`src/rtl/motor_ctrl_pkg.sv`:
```
// Shared types, widths and input-check helpers for the motor run timer.
package motor_ctrl_pkg;

  localparam int MOTOR_W = 6;
  localparam int DIGIT_W = 4;

  typedef enum logic [2:0] {
    ST_IDLE   = 3'd0,
    ST_SPINUP = 3'd1,
    ST_RUN    = 3'd2,
    ST_PAUSE  = 3'd3,
    ST_DONE   = 3'd4
  } state_t;

  function automatic logic bcd_valid(input logic [DIGIT_W-1:0] d);
    return d <= DIGIT_W'(9);
  endfunction

  function automatic logic is_onehot(input logic [MOTOR_W-1:0] m);
    return (m != '0) && ((m & (m - MOTOR_W'(1))) == '0);
  endfunction

endpackage

```
`src/rtl/bcd3_down_counter.sv`:
```
// Three-digit BCD down-counter with clear, parallel load and borrowing decrement.
module bcd3_down_counter
  import motor_ctrl_pkg::*;
(
  input  logic               clk_sys,
  input  logic               rst_b,
  input  logic               clear,
  input  logic               load,
  input  logic               dec,
  input  logic [DIGIT_W-1:0] d0,
  input  logic [DIGIT_W-1:0] d1,
  input  logic [DIGIT_W-1:0] d2,
  output logic [DIGIT_W-1:0] q0,
  output logic [DIGIT_W-1:0] q1,
  output logic [DIGIT_W-1:0] q2,
  output logic               zero
);

  logic borrow0;
  logic borrow1;

  assign zero    = (q0 == '0) && (q1 == '0) && (q2 == '0);
  assign borrow0 = (q0 == '0);
  assign borrow1 = borrow0 && (q1 == '0);

  always_ff @(posedge clk_sys or negedge rst_b) begin
    if (!rst_b) begin
      q0 <= '0;
      q1 <= '0;
      q2 <= '0;
    end else if (clear) begin
      q0 <= '0;
      q1 <= '0;
      q2 <= '0;
    end else if (load) begin
      q0 <= d0;
      q1 <= d1;
      q2 <= d2;
    end else if (dec && !zero) begin
      // a digit at zero wraps to nine and lends the borrow upward
      q0 <= borrow0 ? DIGIT_W'(9) : q0 - DIGIT_W'(1);
      if (borrow0) q1 <= (q1 == '0) ? DIGIT_W'(9) : q1 - DIGIT_W'(1);
      if (borrow1) q2 <= q2 - DIGIT_W'(1);
    end
  end

endmodule

```
`src/rtl/motor_timer_ctrl.sv`:
```
// Motor run timer: validates a start request, drives one motor for a BCD time, supports pause/abort.
// Optional MOTOR_DEADTIME_EN inserts a SPINUP dead-time before every entry to RUN.
//
// state  | meaning
// IDLE   | waiting for start, motor off
// SPINUP | dead-time before drive, motor off, timer frozen
// RUN    | motor driven, prescaler and remaining time counting
// PAUSE  | motor off, prescaler and remaining time held
// DONE   | one-cycle completion, done pulsed
module motor_timer_ctrl
  import motor_ctrl_pkg::*;
#(
  parameter int TICK_DIV    = 100000000,
  parameter int DEAD_CYCLES = 16
) (
  input  logic               sysclk,
  input  logic               rst,
  input  logic               start,
  input  logic               abort,
  input  logic [MOTOR_W-1:0] Motor,
  input  logic [DIGIT_W-1:0] TValue0,
  input  logic [DIGIT_W-1:0] TValue1,
  input  logic [DIGIT_W-1:0] TValue2,
  output logic [MOTOR_W-1:0] MotorDrv,
  output logic [DIGIT_W-1:0] Remain0,
  output logic [DIGIT_W-1:0] Remain1,
  output logic [DIGIT_W-1:0] Remain2,
  output logic               busy,
  output logic               done,
  output logic               err
);

  localparam int PW = $clog2(TICK_DIV);
  localparam logic [PW-1:0] PRESC_LAST = PW'(TICK_DIV - 1);

  if (TICK_DIV < 2 || DEAD_CYCLES < 1) begin : g_bad_param
    $error("motor_timer_ctrl: TICK_DIV must be >= 2 and DEAD_CYCLES >= 1");
  end

`ifdef MOTOR_DEADTIME_EN
  localparam int DW = (DEAD_CYCLES > 1) ? $clog2(DEAD_CYCLES) : 1;
  localparam logic [DW-1:0] DEAD_LOAD = DW'(DEAD_CYCLES - 1);
  localparam state_t RUN_ENTRY = ST_SPINUP;
  logic [DW-1:0] dead_cnt;
`else
  localparam state_t RUN_ENTRY = ST_RUN;
`endif

  state_t             state, state_nxt;
  logic [PW-1:0]      presc, presc_nxt;
  logic [MOTOR_W-1:0] sel, sel_nxt;
  logic               err_nxt;
  logic               cnt_clear, cnt_load, cnt_dec, cnt_zero;
  logic               start_ok, tick, rem_one;

  assign start_ok = is_onehot(Motor) && bcd_valid(TValue0) && bcd_valid(TValue1)
                    && bcd_valid(TValue2) && ({TValue2, TValue1, TValue0} != '0);
  assign tick     = (state == ST_RUN) && (presc == PRESC_LAST);
  assign rem_one  = ({Remain2, Remain1, Remain0} == (3 * DIGIT_W)'(1));

  bcd3_down_counter u_remain (
    .clk_sys (sysclk),
    .rst_b   (rst),
    .clear   (cnt_clear),
    .load    (cnt_load),
    .dec     (cnt_dec),
    .d0      (TValue0),
    .d1      (TValue1),
    .d2      (TValue2),
    .q0      (Remain0),
    .q1      (Remain1),
    .q2      (Remain2),
    .zero    (cnt_zero)
  );

  always_comb begin
    state_nxt = state;
    presc_nxt = presc;
    sel_nxt   = sel;
    err_nxt   = 1'b0;
    cnt_clear = 1'b0;
    cnt_load  = 1'b0;
    cnt_dec   = 1'b0;
    if (state != ST_IDLE && abort) begin
      state_nxt = ST_IDLE;
      presc_nxt = '0;
      cnt_clear = 1'b1;
    end else begin
      case (state)
        ST_IDLE: begin
          if (start && !abort) begin
            if (start_ok) begin
              state_nxt = RUN_ENTRY;
              presc_nxt = '0;
              sel_nxt   = Motor;
              cnt_load  = 1'b1;
            end else begin
              err_nxt = 1'b1;
            end
          end
        end
`ifdef MOTOR_DEADTIME_EN
        ST_SPINUP: begin
          if (dead_cnt == '0) state_nxt = ST_RUN;
        end
`endif
        ST_RUN: begin
          presc_nxt = tick ? '0 : presc + PW'(1);
          cnt_dec   = tick;
          // a run with nothing left can only be a corrupted count; finish it
          if ((tick && rem_one) || cnt_zero) state_nxt = ST_DONE;
          else if (start)                    state_nxt = ST_PAUSE;
        end
        ST_PAUSE: begin
          if (start) state_nxt = RUN_ENTRY;
        end
        ST_DONE: state_nxt = ST_IDLE;
        default: state_nxt = ST_IDLE;
      endcase
    end
  end

  always_ff @(posedge sysclk or negedge rst) begin
    if (!rst) begin
      state    <= ST_IDLE;
      presc    <= '0;
      sel      <= '0;
      MotorDrv <= '0;
      busy     <= 1'b0;
      done     <= 1'b0;
      err      <= 1'b0;
    end else begin
      state    <= state_nxt;
      presc    <= presc_nxt;
      sel      <= sel_nxt;
      MotorDrv <= (state_nxt == ST_RUN) ? sel_nxt : '0;
      busy     <= (state_nxt != ST_IDLE);
      done     <= (state_nxt == ST_DONE);
      err      <= err_nxt;
    end
  end

`ifdef MOTOR_DEADTIME_EN
  always_ff @(posedge sysclk or negedge rst) begin
    if (!rst)                                            dead_cnt <= '0;
    else if (state_nxt == ST_SPINUP && state != ST_SPINUP) dead_cnt <= DEAD_LOAD;
    else if (state == ST_SPINUP && dead_cnt != '0)       dead_cnt <= dead_cnt - DW'(1);
  end
`endif

endmodule

```
`config.mk`:
```
export PLATFORM = sky130hd
export DESIGN_NAME = motor_timer_ctrl
export DESIGN_NICKNAME = d
export VERILOG_FILES = /design/src/rtl/motor_ctrl_pkg.sv /design/src/rtl/bcd3_down_counter.sv /design/src/rtl/motor_timer_ctrl.sv
export SDC_FILE = /design/constraint.sdc
export NUM_CORES = 1
export LEC_CHECK = 0
export CAP_MARGIN = 0
export CORE_MARGIN = 3
export CORE_UTILIZATION = 35
export CTS_CLUSTER_DIAMETER = 150
export DETAILED_ROUTE_END_ITERATION = 10
export SKIP_CTS_REPAIR_TIMING = 1
export SKIP_LAST_GASP = 1
export SYNTH_ARGS = -nofsm -noshare
export SYNTH_HDL_FRONTEND = slang
export SYNTH_HIERARCHICAL = 1
export SYNTH_SLANG_ARGS = --single-unit
```
`constraint.sdc`:
```
create_clock -name sysclk -period 4.7 [get_ports sysclk]
set_input_delay 0.94 -clock sysclk [delete_from_list [all_inputs] [get_ports sysclk]]
set_output_delay 0.94 -clock sysclk [all_outputs]
set_load 0.01 [all_outputs]
```
# Word-level counts from Yosys, hierarchy flattened
# Index checks and enable logic that the tools add are counted.
# word_totals
output_inout_bits	21
wordCells	99
regBits	57
# classes
mux	41
n_eq_ne	8
n_lt_le_gt_ge	3
reduce_logical	31
n_bitwise	1
addsub	5
# ops
operator	n
$mux W27	4
$pmux W27 S2	1
$mux W4	13
$mux W6	5
$add A27 B1 Y27 const B	1
$eq A27 B27 Y1 const B	1
$mux W3	6
$reduce_bool A3 Y1	6
$eq A12 B1 Y1 const B	1
$le A4 B4 Y1 const B	3
$logic_and A1 B1 Y1	12
$logic_not A4 Y1	3
$reduce_bool A12 Y1	1
$sub A4 B1 Y4 const B	3
$mux W1	11
$eq A3 B2 Y1 const B	3
$pmux W3 S3	1
$and A6 B6 Y6	1
$logic_not A6 Y1	1
$ne A3 B3 Y1 const B	2
$reduce_bool A6 Y1	1
$sub A6 B1 Y6 const B	1
$reduce_and A2 Y1	2
$eq A3 B3 Y1 const B	1
4 further kinds	5

# Logic depth before layout (Yosys ltp)
# Gate-level depths: netlist of run 1.
# depth
word_depth	14
mapped_depth	10
ltp_nobuf	9

# Cells and area by module
# Netlist of run 1, hierarchy kept.
# modules_own_cells
mod	cells_per_inst	n_inst	area_per_inst_um2
motor_timer_ctrl	267	1	2472.4
bcd3_down_counter	85	1	748.2

# Least setup slack after synthesis of run 1
# OpenSTA, ideal clock, no wires.
# synth_path
path_type	input -> register
start	input Motor[1]
end	register u_remain.q2[1]
path_buffers	2
slack_ps	1241
setup_ps	126
t_arrival_ps	3333
required_ps	4574
path_stages	9
path_cell_list	or4_1 -> o21ai_1 -> nand3_1 -> nor3_2 -> buf_2 -> clkbuf_1 -> clkinv_1 -> and4_2 -> a311o_1
# synth_between
elab_chain_len	14
word_cells_on_any_way	18
# synth_lines
item	line_no	source
start: declaration	motor_timer_ctrl.sv:20	input logic [MOTOR_W-1:0] Motor,
$sub A6 B1 Y6	motor_ctrl_pkg.sv:20	return (m != '0) && ((m & (m - MOTOR_W'(1))) == '0);
$and A6 B6 Y6	motor_ctrl_pkg.sv:20	
$logic_not A6 Y1	motor_ctrl_pkg.sv:20	
$logic_and A1 B1 Y1 (*)	motor_ctrl_pkg.sv:20	
$logic_and A1 B1 Y1 (*) (2 in a row)	motor_timer_ctrl.sv:56	assign start_ok = is_onehot(Motor) && bcd_valid(TValue0) && bcd_valid(TValue1)
$logic_and A1 B1 Y1 (*) (2 in a row)	motor_timer_ctrl.sv:57	&& bcd_valid(TValue2) && ({TValue2, TValue1, TValue0} != '0);
$mux W1 (*)	motor_timer_ctrl.sv:92	if (start_ok) begin
$mux W1 (*)	motor_timer_ctrl.sv:91	if (start && !abort) begin
$mux W1 (*)	motor_timer_ctrl.sv:89	case (state)
$mux W1 (*)	motor_timer_ctrl.sv:84	if (state != ST_IDLE && abort) begin
via cnt_load	motor_timer_ctrl.sv:53	logic cnt_clear, cnt_load, cnt_dec, cnt_zero;
$reduce_bool A3 Y1 (no source line) / $mux W4 (equally long branches)	-	
$reduce_and A2 Y1 (no source line) / $mux W4 (equally long branches)	-	
end signal: assignment	bcd3_down_counter.sv:43	if (borrow1) q2 <= q2 - DIGIT_W'(1);
end: declaration	bcd3_down_counter.sv:15	output logic [DIGIT_W-1:0] q2,
# Mark *: on every way through the listed nets, which the timed path passes. The rest lies on a longest branch.
# A chain may end at the register's enable or synchronous reset.

# Worst setup path in the final report of run 1
# layout_path
start	input abort
end	register u_remain.q2[1]
# layout_between
word_cells_on_any_way	14
# layout_lines
item	line_no	source
start: declaration	motor_timer_ctrl.sv:19	input logic abort,
$logic_and A1 B1 Y1 (*)	motor_timer_ctrl.sv:84	
$mux W1 (*)	motor_timer_ctrl.sv:84	
via cnt_clear	motor_timer_ctrl.sv:53	
$reduce_bool A3 Y1 (no source line)	-	
$reduce_and A2 Y1 (no source line)	-	
# Marks and branches as above.

==> key figures, run 1 <==
Clock network
  • Clock Tree Root: clkbuf_8
  • CTS clk-pin slew, worst paths: 0.08 ns
  • H-tree levels: 3
  • Sink Count: 57
  • Clock latency on the worst-skew pair: 0.34 ns
  • TritonCTS buffer count: 9
  • CTS tree: done
  • Clock Tree Buf Depth: 2

Power
  • Leak Pwr: between 1.5 and 2 nW
  • Max IR drop VDD: 0.127 mV
  • Power Dens Cells: 365 mW/mm²

Global routing
  • Number of global-route vias before repair: 2689
  • First-pass GRT wire length: 13.4 mm
  • Met2 Use GR: 25.4%
  • All-Layer GR Usage: 16.4%
  • Met3 capacity usage during global routing: 3.07%
  • Largest net degree at the start of global routing: 58
  • Initial antenna violation count: 0
  • GR met1 Demand/Resource: between 20% and 30%
  • GR peak layer: met2
  • Global route overflow: 0

Place
  • Final Wtd Congestion: 0.781
  • Port bufs: 42
  • DP Wirelength: 5.67 mm
  • Post-Place Worst Slack: roughly 0.64 ns

STA
  • Final hold violation count: 0
  • Worst slew margin: between 30% and 40%
  • Final setup fails: 0
  • Slew Limit Fails: 0
  • Setup_tns: 0 ns
  • Worst Clk Skew: around 0.016 ns
  • RSZ-0062 raised after global routing: false
  • Min cycle time layout: around 3.7 ns
  • Final period util: 79.1%
  • Hold Slack: around 0.51 ns
  • Post-route setup slack: 0.982 ns
  • Max Freq: 0.269 GHz
  • Worst slew pin tran: 0.905 ns

Critical path
  • Crit. End Element: flop
  • Crit-path cells: clkdlybuf4s50_1 -> nor2b_1 -> buf_4 -> nor4_1 -> buf_4 -> or3b_1 -> or4_1 -> and4_2 -> a311o_1
  • Critical-path cell with the highest stage delay: or4_1
  • Critical Path Max Stage Delay: 0.57 ns
  • Critical Path Most Common Cell: buf_4
  • Worst EP required: 4.93 ns
  • R2r startpoint: state[0]
  • Flop2flop setup slack: approximately 1.5 ns
  • Worst setup path endpoint: u_remain/q2[1]
  • R2R depth: 9
  • Crit Path Class: input port to flop
  • Worst R2R End: u_remain/q2[1]
  • Max FO, Critical Path: 11
  • Critical Path AT: approximately 4.0 ns
  • CP startpoint: abort
  • Startpoint Class: input port

Floorplan
  • Die footprint: 0.0104 mm²
  • Die Ht: 102 µm
  • # IOs: 43
  • Initial Util: 36.4%
  • Site Rows: 34
  • Die width: 102 µm
  • Core area: 0.00885 mm²

Yosys
  • Syn nets: about 380
  • Ys Warns: 6
  • Ys flop type: dfrtp_1
  • Main area contributors after synthesis: dfrtp_1 (44%), nor2_1 (4.0%), o21ai_0 (3.1%), nand2_1 (3.0%), nor3_1 (2.8%)
  • Post-synth EDFFs: 0
  • Mapped Area: 0.00322 mm²
  • Seq cells post-synth: 57
  • Async S/R FF share, synth: 100%
  • Sequential area share after synthesis: approximately 44%
  • Mapped Cells: 352
  • Distinct cells, synth: 64
  • Top cell type's share of synthesized area: 44.3%
  • Count leader, synth: dfrtp_1
  • Most frequent cells after synthesis: dfrtp_1 (57), nor2_1 (34), nand2_1 (26)
  • Synth area leader: dfrtp_1
  • Syn Area/Cell: 9.15 µm²

Detailed routing
  • Routed len/inst: 15.9 µm
  • Vias/cell: approximately 5.7
  • Post-route ant nets: 0
  • Vias: roughly 2900
  • Detailed-route DRC error count: 0
  • Pre-antenna DRT Iters: 4
  • Drt first-iter violations: about 200
  • Final wirelength: 8.06 mm

Run
  • MaxCap Viol Count: 0

Min path
  • Worst Hold Class: flop to flop
  • Worst min-delay path startpoint: sel[1]

Run status
  • Status: complete, no violations

Final layout
  • Diode count: 0
  • Share of layout cells above drive strength 1: 10.8%
  • Fillers: around 880
  • Nets: 419
  • Synth-to-Final Area Change: 23.3%
area by class of cell:
class                           instances  area [µm²]  area share [%]
Inverter                               12        45.0            1.13
Sequential cell                        57        1430            35.9
Multi-Input combinational cell        267        1670            42.2
Clock inverter                          4        75.1            1.89
Tap cell                              108         135            3.40
Timing Repair Buffer                   48         460            11.6
Clock buffer                           12         155            3.91
power by group:
group | internal (W) | switching, W | leakage (nW)
logic | 0.000153 | 0.000118 | 0.766
clock network | 0.000328 | 0.000204 | 0.109
registers | 0.000556 | 0.0000898 | 0.768
total | 0.00104 | 0.000411 | 1.64
registers in the layout, indices dropped and copies added, names as in the netlist, 3 cells and up:
name         cells
MotorDrv         6
u_remain/q0      4
u_remain/q2      4
presc           27
u_remain/q1      4
state            3
sel              6
worst min-delay path by stage:
stage,endpoint,depth (start not counted)
2_1_floorplan,sel[3],1
3_3_place_gp,sel[3],1
3_5_place_dp,sel[0],1
4_1_cts,sel[0],1
5_1_grt,sel[5],1
6_report,sel[1],1
worst max-delay path, delay by kind of cell:
family / cells / cell delay [ns]
buffers and inverters: 3 / 0.90
AO/OA/AOI/OAI: 1 / 0.31
AND/OR/NAND/NOR: 5 / 1.78
per-layer routing:
| layer | share of wire (%) | vias up |
|---|---|---|
| li1 | - | 1412 |
| met1 | 48 | 1436 |
| met2 | 47 | 55 |
| met3 | 2.9 | 8 |
| met4 | 1.4 | 0 |
| met5 | 0 | - |
kinds of logic (layout without fill, tap and decap cells):
group | after synthesis | in the layout | share of synthesized area, %
simple gates | 162 | 162 | 27.4
compound gates | 91 | 91 | 20.0
flops | 57 | 57 | 44.3
buf+inv | 28 | 76 | 3.73
mux | 7 | 7 | 2.41
xor+xnor | 4 | 4 | 1.09
fa+ha+maj | 3 | 3 | 1.09
metrics by stage:
stage | utilization [%] | power (W) | area [µm²] | std cells
2_1_floorplan | - | 0.000789 | 3220 | 352
3_3_place_gp | 42.3 | 0.000923 | 3740 | 492
3_5_place_dp | 42.3 | 0.000927 | 3740 | 492
4_1_cts | 44.9 | 0.00147 | 3970 | 508
5_1_grt | 44.9 | 0.00153 | 3970 | 508
6_report | 44.9 | 0.00145 | 3970 | 508
cell usage in the layout, fill, tap and decap left out, types with 10 or more instances in the layout:
master / Yosys / routed
nand2_1: 26 / 26
nor3_1: 18 / 18
clkbuf_8: 0 / 11
o21ai_0: 20 / 20
or3_1: 11 / 11
inv_1: 11 / 11
clkdlybuf4s50_1: 0 / 41
dfrtp_1: 57 / 57
a21oi_1: 12 / 12
nand3_1: 10 / 10
nor4_1: 10 / 10
nor2_1: 34 / 34
Power figures use the tool's default switching activity.
==> inputs of run 2 (changes only) <==
==> constraint.sdc (replaced) <==
create_clock -name sysclk -period 3.8 [get_ports sysclk]
set_input_delay 0.76 -clock sysclk [delete_from_list [all_inputs] [get_ports sysclk]]
set_output_delay 0.76 -clock sysclk [all_outputs]
set_load 0.01 [all_outputs]
==> run 2 against run 1 <==
  * Flip-flop and latch count did not move
  * Critical path depth down 1
  * First-iteration DRC count shrank 10%
  * Sequential power up 24%
  * Via count grew 0.14%
  * Largest power group unchanged
  * Cell count is 0.98% higher
  * Total power increased by 15%
  * Clock skew fell by 0.0059 ns
  * Register-to-register slack worse by 0.83 ns
  * Utilization fell by 0.17 points
==> key figures, run 2 (synthesis gave the netlist of run 1 again) <==
Run status
  • Status: complete, no violations

Power
  • Max IR drop VDD: 0.139 mV (+9.1%)
  • Total design power: 0.00166 W (+15%)
  • Power Dens Cells: 421 mW/mm² (+15%)
  • Leak Pwr: 1.64 nW (-0.16%)

Critical path
  • R2r startpoint: presc[0]
  • Worst EP required: 4.05 ns (-0.88 ns)
  • Worst R2R End: u_remain/q2[3]
  • Max FO, Critical Path: 8 (-3)
  • Critical Path AT: 3.40 ns (-0.55 ns)
  • Crit Path Class: flop to flop
  • CP startpoint: presc[0]
  • Delay-heaviest family, CP: simple AND/OR/NAND/NOR gates
  • Crit. End Element: flop
  • Critical Path Max Stage Delay: 0.58 ns (about the same)
  • Startpoint Class: flop
  • R2R depth: 8 (-1)
  • Critical-path cell with the highest stage delay: or4_1
  • Buffers & Inverters on Critical Path: 0 (-3)
  • Flop2flop setup slack: 0.65 ns (-0.83 ns)
  • Crit-path cells: ha_1 -> and4_1 -> nand4_1 -> nor4_1 -> or3b_1 -> or4_1 -> or3_1 -> a311oi_1

Detailed routing
  • Post-route ant nets: 0 (unchanged)
  • Detailed-route DRC error count: 0 (unchanged)
  • Pre-antenna DRT Iters: 4 (unchanged)
  • Final wirelength: 8.25 mm (+2.3%)
  • Routed len/inst: 16.1 µm (+1.3%)
  • Vias/cell: 5.68 (-0.84%)
  • Vias: 2915 (+0.14%)
  • Drt first-iter violations: 176 (-10%)

Final layout
  • Diode count: 0 (unchanged)
  • Final core utilization: 44.7% (-0.17 points)
  • Largest regs: presc x27, MotorDrv x6, sel x6
  • Synth-to-Final Area Change: 22.8%
  • Most common cell after layout, fill and taps aside: dfrtp_1
  • Max FFs per register: 27 (unchanged)
  • Largest register by flop count: presc
  • Post-route insts no fill: 513 (+0.98%)
  • Most frequent cells in the layout: dfrtp_1 (57), clkdlybuf4s50_1 (41), nor2_1 (34)
  • Fillers: 853 (-2.7%)
  • Nets: 424 (+1.2%)
  • Share of layout cells above drive strength 1: 12.1% (+1.3 points)

Floorplan
  • Site Rows: 34 (unchanged)
  • Die Ht: 102 µm (unchanged)
  • # IOs: 43 (unchanged)
  • Die width: 102 µm (unchanged)
  • Die footprint: 0.0104 mm² (unchanged)
  • Core area: 0.00885 mm² (unchanged)
  • Initial Util: 36.4% (unchanged)

STA
  • Worst slew pin tran: 0.930 ns (+0.0254 ns)
  • Final setup fails: 0 (unchanged)
  • Final period util: between 80% and 90%
  • Worst Clk Skew: 0.0100 ns (-0.00590 ns)
  • Setup_tns: 0 ns (unchanged)
  • Slew Limit Fails: 0 (unchanged)
  • Worst slew margin: 38.0% (-1.7 points)
  • Max Freq: 0.317 GHz
  • Min cycle time layout: 3.15 ns
  • Hold Slack: 0.454 ns (-0.0573 ns)
  • Final hold violation count: 0 (unchanged)
  • RSZ-0062 raised after global routing: false

Clock network
  • Sink Count: 57 (unchanged)
  • Clock latency on the worst-skew pair: 0.35 ns (about the same)
  • TritonCTS buffer count: 9 (unchanged)
  • CTS tree: done
  • Clock Tree Buf Depth: 2 (unchanged)
  • H-tree levels: 3 (unchanged)
  • Clock Tree Root: clkbuf_8
  • CTS clk-pin slew, worst paths: 0.08 ns (about the same)

Global routing
  • Number of global-route vias before repair: 2705 (+0.60%)
  • Largest net degree at the start of global routing: 31 (-47%)
  • First-pass GRT wire length: 13.7 mm (+2.2%)
  • Global route overflow: 0 (unchanged)
  • Initial antenna violation count: 0 (unchanged)
  • All-Layer GR Usage: 16.6% (+0.18 points)

Place
  • Placed Cells: 497 (+1.0%)
  • Port bufs: 42 (unchanged)
  • DP Wirelength: 5.79 mm (+2.0%)
  • Final Wtd Congestion: 0.820 (+5.0%)

Min path
  • Worst Hold Class: input port to asynchronous set/reset pin

Run
  • MaxCap Viol Count: 0 (unchanged)
## run 2: worst max-delay path by stage
stage	endpoint	depth (start not counted)
final	u_remain/q2[3]	8
after global routing	u_remain/q2[3]	8
after CTS	u_remain/q2[3]	8
after detailed placement	u_remain/q2[3]	7
after global placement	u_remain/q2[3]	7
after floorplan	u_remain/q2[1]	9
## run 2: per-stage QoR
step	area, µm²	setup WS, ns
floorplan	3220	0.521
global placement	3780	0.403
detailed placement	3780	0.280
CTS	3960	0.622
global route	3960	0.423
finish	3960	0.649
## run 2: layout make-up
cell class	instances	area [µm²]	area share, %
repair buffers	53	498	12.6
inverters	12	45.0	1.14
clock inverters	7	53.8	1.36
flip-flops and latches	57	1430	36.1
multi-input cells	267	1670	42.3
clock buffers	9	124	3.13
well taps	108	135	3.42
## run 2: where the power goes
group	switching, W	internal (W)	total, W
registers	0.000110	0.000687	0.000798
logic	0.000148	0.000190	0.000338
clock network	0.000288	0.000240	0.000528
## run 2: layer usage
layer | part of all wire, % | GRT usage, % | vias up
met5 | 0 | 0 | -
met4 | 0.93 | 4.44 | 0
met2 | 47 | 26.5 | 71
li1 | - | - | 1421
met3 | 4.5 | 3.69 | 6
met1 | 48 | 22.9 | 1417
## run 2: worst register-to-register path: stages (launching register included)
cell      delay, ns
dfrtp_1        0.41
ha_1           0.26
and4_1         0.27
nand4_1        0.16
nor4_1         0.31
or3b_1         0.40
or4_1          0.58
or3_1          0.41
a311oi_1       0.26
==> inputs of run 3 (changes only) <==
==> constraint.sdc (replaced) <==
create_clock -name sysclk -period 3.3 [get_ports sysclk]
set_input_delay 0.66 -clock sysclk [delete_from_list [all_inputs] [get_ports sysclk]]
set_output_delay 0.66 -clock sysclk [all_outputs]
set_load 0.01 [all_outputs]
==> run 3 against run 2 <==
  * Sequential share of layout area down 0.77 points
  * Routed wire length up 1.6%
  * Die area is the same
  * Cell count up 0.97%
  * Critical path depth unchanged
  * Sequential power up 15%
  * Critical endpoint unchanged
  * First-iteration DRC count grew 2.8%
  * Global-route usage grew 0.77 points
  * Highest routed layer unchanged
  * Setup slack got worse by 0.35 ns
  * Final area up 2.2%
==> key figures, run 3 (synthesis gave the netlist of run 1 again) <==
Run status
  • Status: complete, no violations

STA
  • Final period util: 91.1% (+8.2 points)
  • Slew Limit Fails: 0 (unchanged)
  • Final setup fails: 0 (unchanged)
  • Worst slew margin: 58.7% (+21 points)
  • Worst Clk Skew: 0.00729 ns (-0.00274 ns)
  • Final hold violation count: 0 (unchanged)
  • Max Freq: 0.333 GHz (+4.8%)
  • Worst slew pin tran: 0.617 ns (-0.313 ns)
  • Min cycle time layout: 3.01 ns (-0.145 ns)
  • RSZ-0062 raised after global routing: false

Detailed routing
  • Pre-antenna DRT Iters: 5 (+1)
  • Post-route ant nets: 0 (unchanged)
  • Routed len/inst: 16.2 µm (+0.66%)
  • Detailed-route DRC error count: 0 (unchanged)
  • Final wirelength: 8.38 mm (+1.6%)
  • Drt first-iter violations: 181 (+2.8%)
  • Vias/cell: 5.81 (+2.2%)
  • Vias: 3009 (+3.2%)

Final layout
  • Share of layout cells above drive strength 1: 13.2% (+1.1 points)
  • Post-route cell area: 0.00404 mm² (+2.2%)
  • Diode count: 0 (unchanged)
  • Max FFs per register: 27 (unchanged)
  • Most frequent cells in the layout: dfrtp_1 (57), clkdlybuf4s50_1 (41), nor2_1 (34)
  • Most common cell after layout, fill and taps aside: dfrtp_1
  • Register Area: 0.00143 mm² (unchanged)
  • Post-route insts no fill: 518 (+0.97%)
  • Largest regs: presc x27, MotorDrv x6, sel x6
  • Fillers: 856 (+0.35%)
  • Final core utilization: 45.7% (+0.98 points)
  • Nets: 429 (+1.2%)
  • Largest register by flop count: presc
  • Multi-input logic area: 0.00168 mm² (+0.37%)
  • Synth-to-Final Area Change: 25.5%

Floorplan
  • Site Rows: 34 (unchanged)
  • # IOs: 43 (unchanged)
  • Core area: 0.00885 mm² (unchanged)
  • Die footprint: 0.0104 mm² (unchanged)
  • Die Ht: 102 µm (unchanged)
  • Initial Util: 36.4% (unchanged)
  • Die width: 102 µm (unchanged)

Clock network
  • Sink Count: 57 (unchanged)
  • CTS clk-pin slew, worst paths: 0.07 ns (about the same)
  • Clock latency on the worst-skew pair: 0.34 ns (about the same)
  • TritonCTS buffer count: 9 (unchanged)
  • CTS tree: done
  • Clock Tree Buf Depth: 2 (unchanged)
  • Clock Tree Root: clkbuf_8
  • H-tree levels: 3 (unchanged)

Place
  • Final Wtd Congestion: 0.831 (+1.3%)
  • Placed Cells: 502 (+1.0%)
  • Port bufs: 42 (unchanged)
  • DP Wirelength: 5.89 mm (+1.8%)
  • Placement Cell Area: 0.00382 mm² (+0.99%)

Critical path
  • R2R depth: 8 (unchanged)
  • Critical-path cell with the highest stage delay: or4_1
  • Crit-path cells: ha_1 -> and4_1 -> nand4_1 -> nor4_2 -> or3b_1 -> or4_1 -> or3_1 -> a311oi_1
  • Crit Path Class: flop to flop
  • Critical Path AT: 3.25 ns (-0.15 ns)
  • Max FO, Critical Path: 6 (-2)
  • Flop2flop setup slack: 0.29 ns (-0.35 ns)
  • Crit. End Element: flop
  • Startpoint Class: flop
  • Worst EP required: 3.54 ns (-0.51 ns)
  • Critical Path Max Stage Delay: 0.51 ns (-0.07 ns)

Power
  • Power Dens Cells: 507 mW/mm² (+21%)
  • Leak Pwr: 1.69 nW (+3.1%)
  • Max IR drop VDD: 0.187 mV (+35%)

Global routing
  • Initial antenna violation count: 0 (unchanged)
  • First-pass GRT wire length: 14.2 mm (+4.2%)
  • Largest net degree at the start of global routing: 37 (+19%)
  • All-Layer GR Usage: 17.3% (+0.77 points)
  • Number of global-route vias before repair: 2938 (+8.6%)
  • Global route overflow: 0 (unchanged)

Run
  • MaxCap Viol Count: 0 (unchanged)

Min path
  • Worst Hold Class: input port to asynchronous set/reset pin
[run 3: changes by cell type in the layout (fill, tap and decap cells not counted)]
cell        before  now
clkinv_2         1    2
nor4_2           0    1
clkbuf_8         9   10
clkinvlp_4       3    0
buf_4           11   16
clkbuf_1         0    1
bufinv_16        0    2
inv_6            2    0
nor4_1          10    9
[run 3: metrics by stage]
stage / setup TNS (ns) / hold WS (ns) / setup WS (ns) / power, W
6_report: 0 / 0.285 / 0.294 / 0.00205
2_1_floorplan: 0 / 0.364 / 0.0644 / 0.00112
3_5_place_dp: -0.0168 / 0.500 / -0.0168 / 0.00132
3_3_place_gp: 0 / 0.490 / 0.0857 / 0.00131
4_1_cts: 0 / 0.298 / 0.223 / 0.00207
5_1_grt: 0 / 0.315 / 0.0181 / 0.00216
[run 3: metal layers]
metal,global-route usage (%),share of wire (%),up-vias,routed length [µm]
li1,-,-,1436,-
met5,0,0,-,0
met4,5.15,1.5,0,122
met1,22.6,45,1470,3800
met3,4.57,4.5,15,380
met2,28.5,49,88,4080
[run 3: worst paths after layout]
| path | from | endpoint |
|---|---|---|
| worst max-delay path | presc[0] | u_remain/q2[3] |
| worst min-delay path | rst | u_remain/q2[3] |
| worst max register to register | presc[0] | u_remain/q2[3] |
| worst min register to register | sel[4] | sel[4] |
| max in group asynchronous | rst | presc[14] |
| min in group sysclk | sel[4] | sel[4] |
[run 3: layout make-up]
cell class              instances  share of cell area (%)
flip-flops and latches         57                    35.3
repair buffers                 58                    13.2
clock buffers                  11                    3.50
multi-input cells             267                    41.6
inverters                      12                    1.11
well taps                     108                    3.34
clock inverters                 5                    1.95
[run 3: power breakdown]
part           switching [W]  internal, W
registers           0.000129     0.000792
clock network       0.000291     0.000445
logic               0.000174     0.000220
total               0.000594      0.00146
[run 3: critical path, delay by kind of cell (launching register included)]
kind / cells / cell delay, ns
flops: 1 / 0.40
fa+ha+maj: 1 / 0.26
simple gates: 6 / 1.98
compound gates: 1 / 0.27
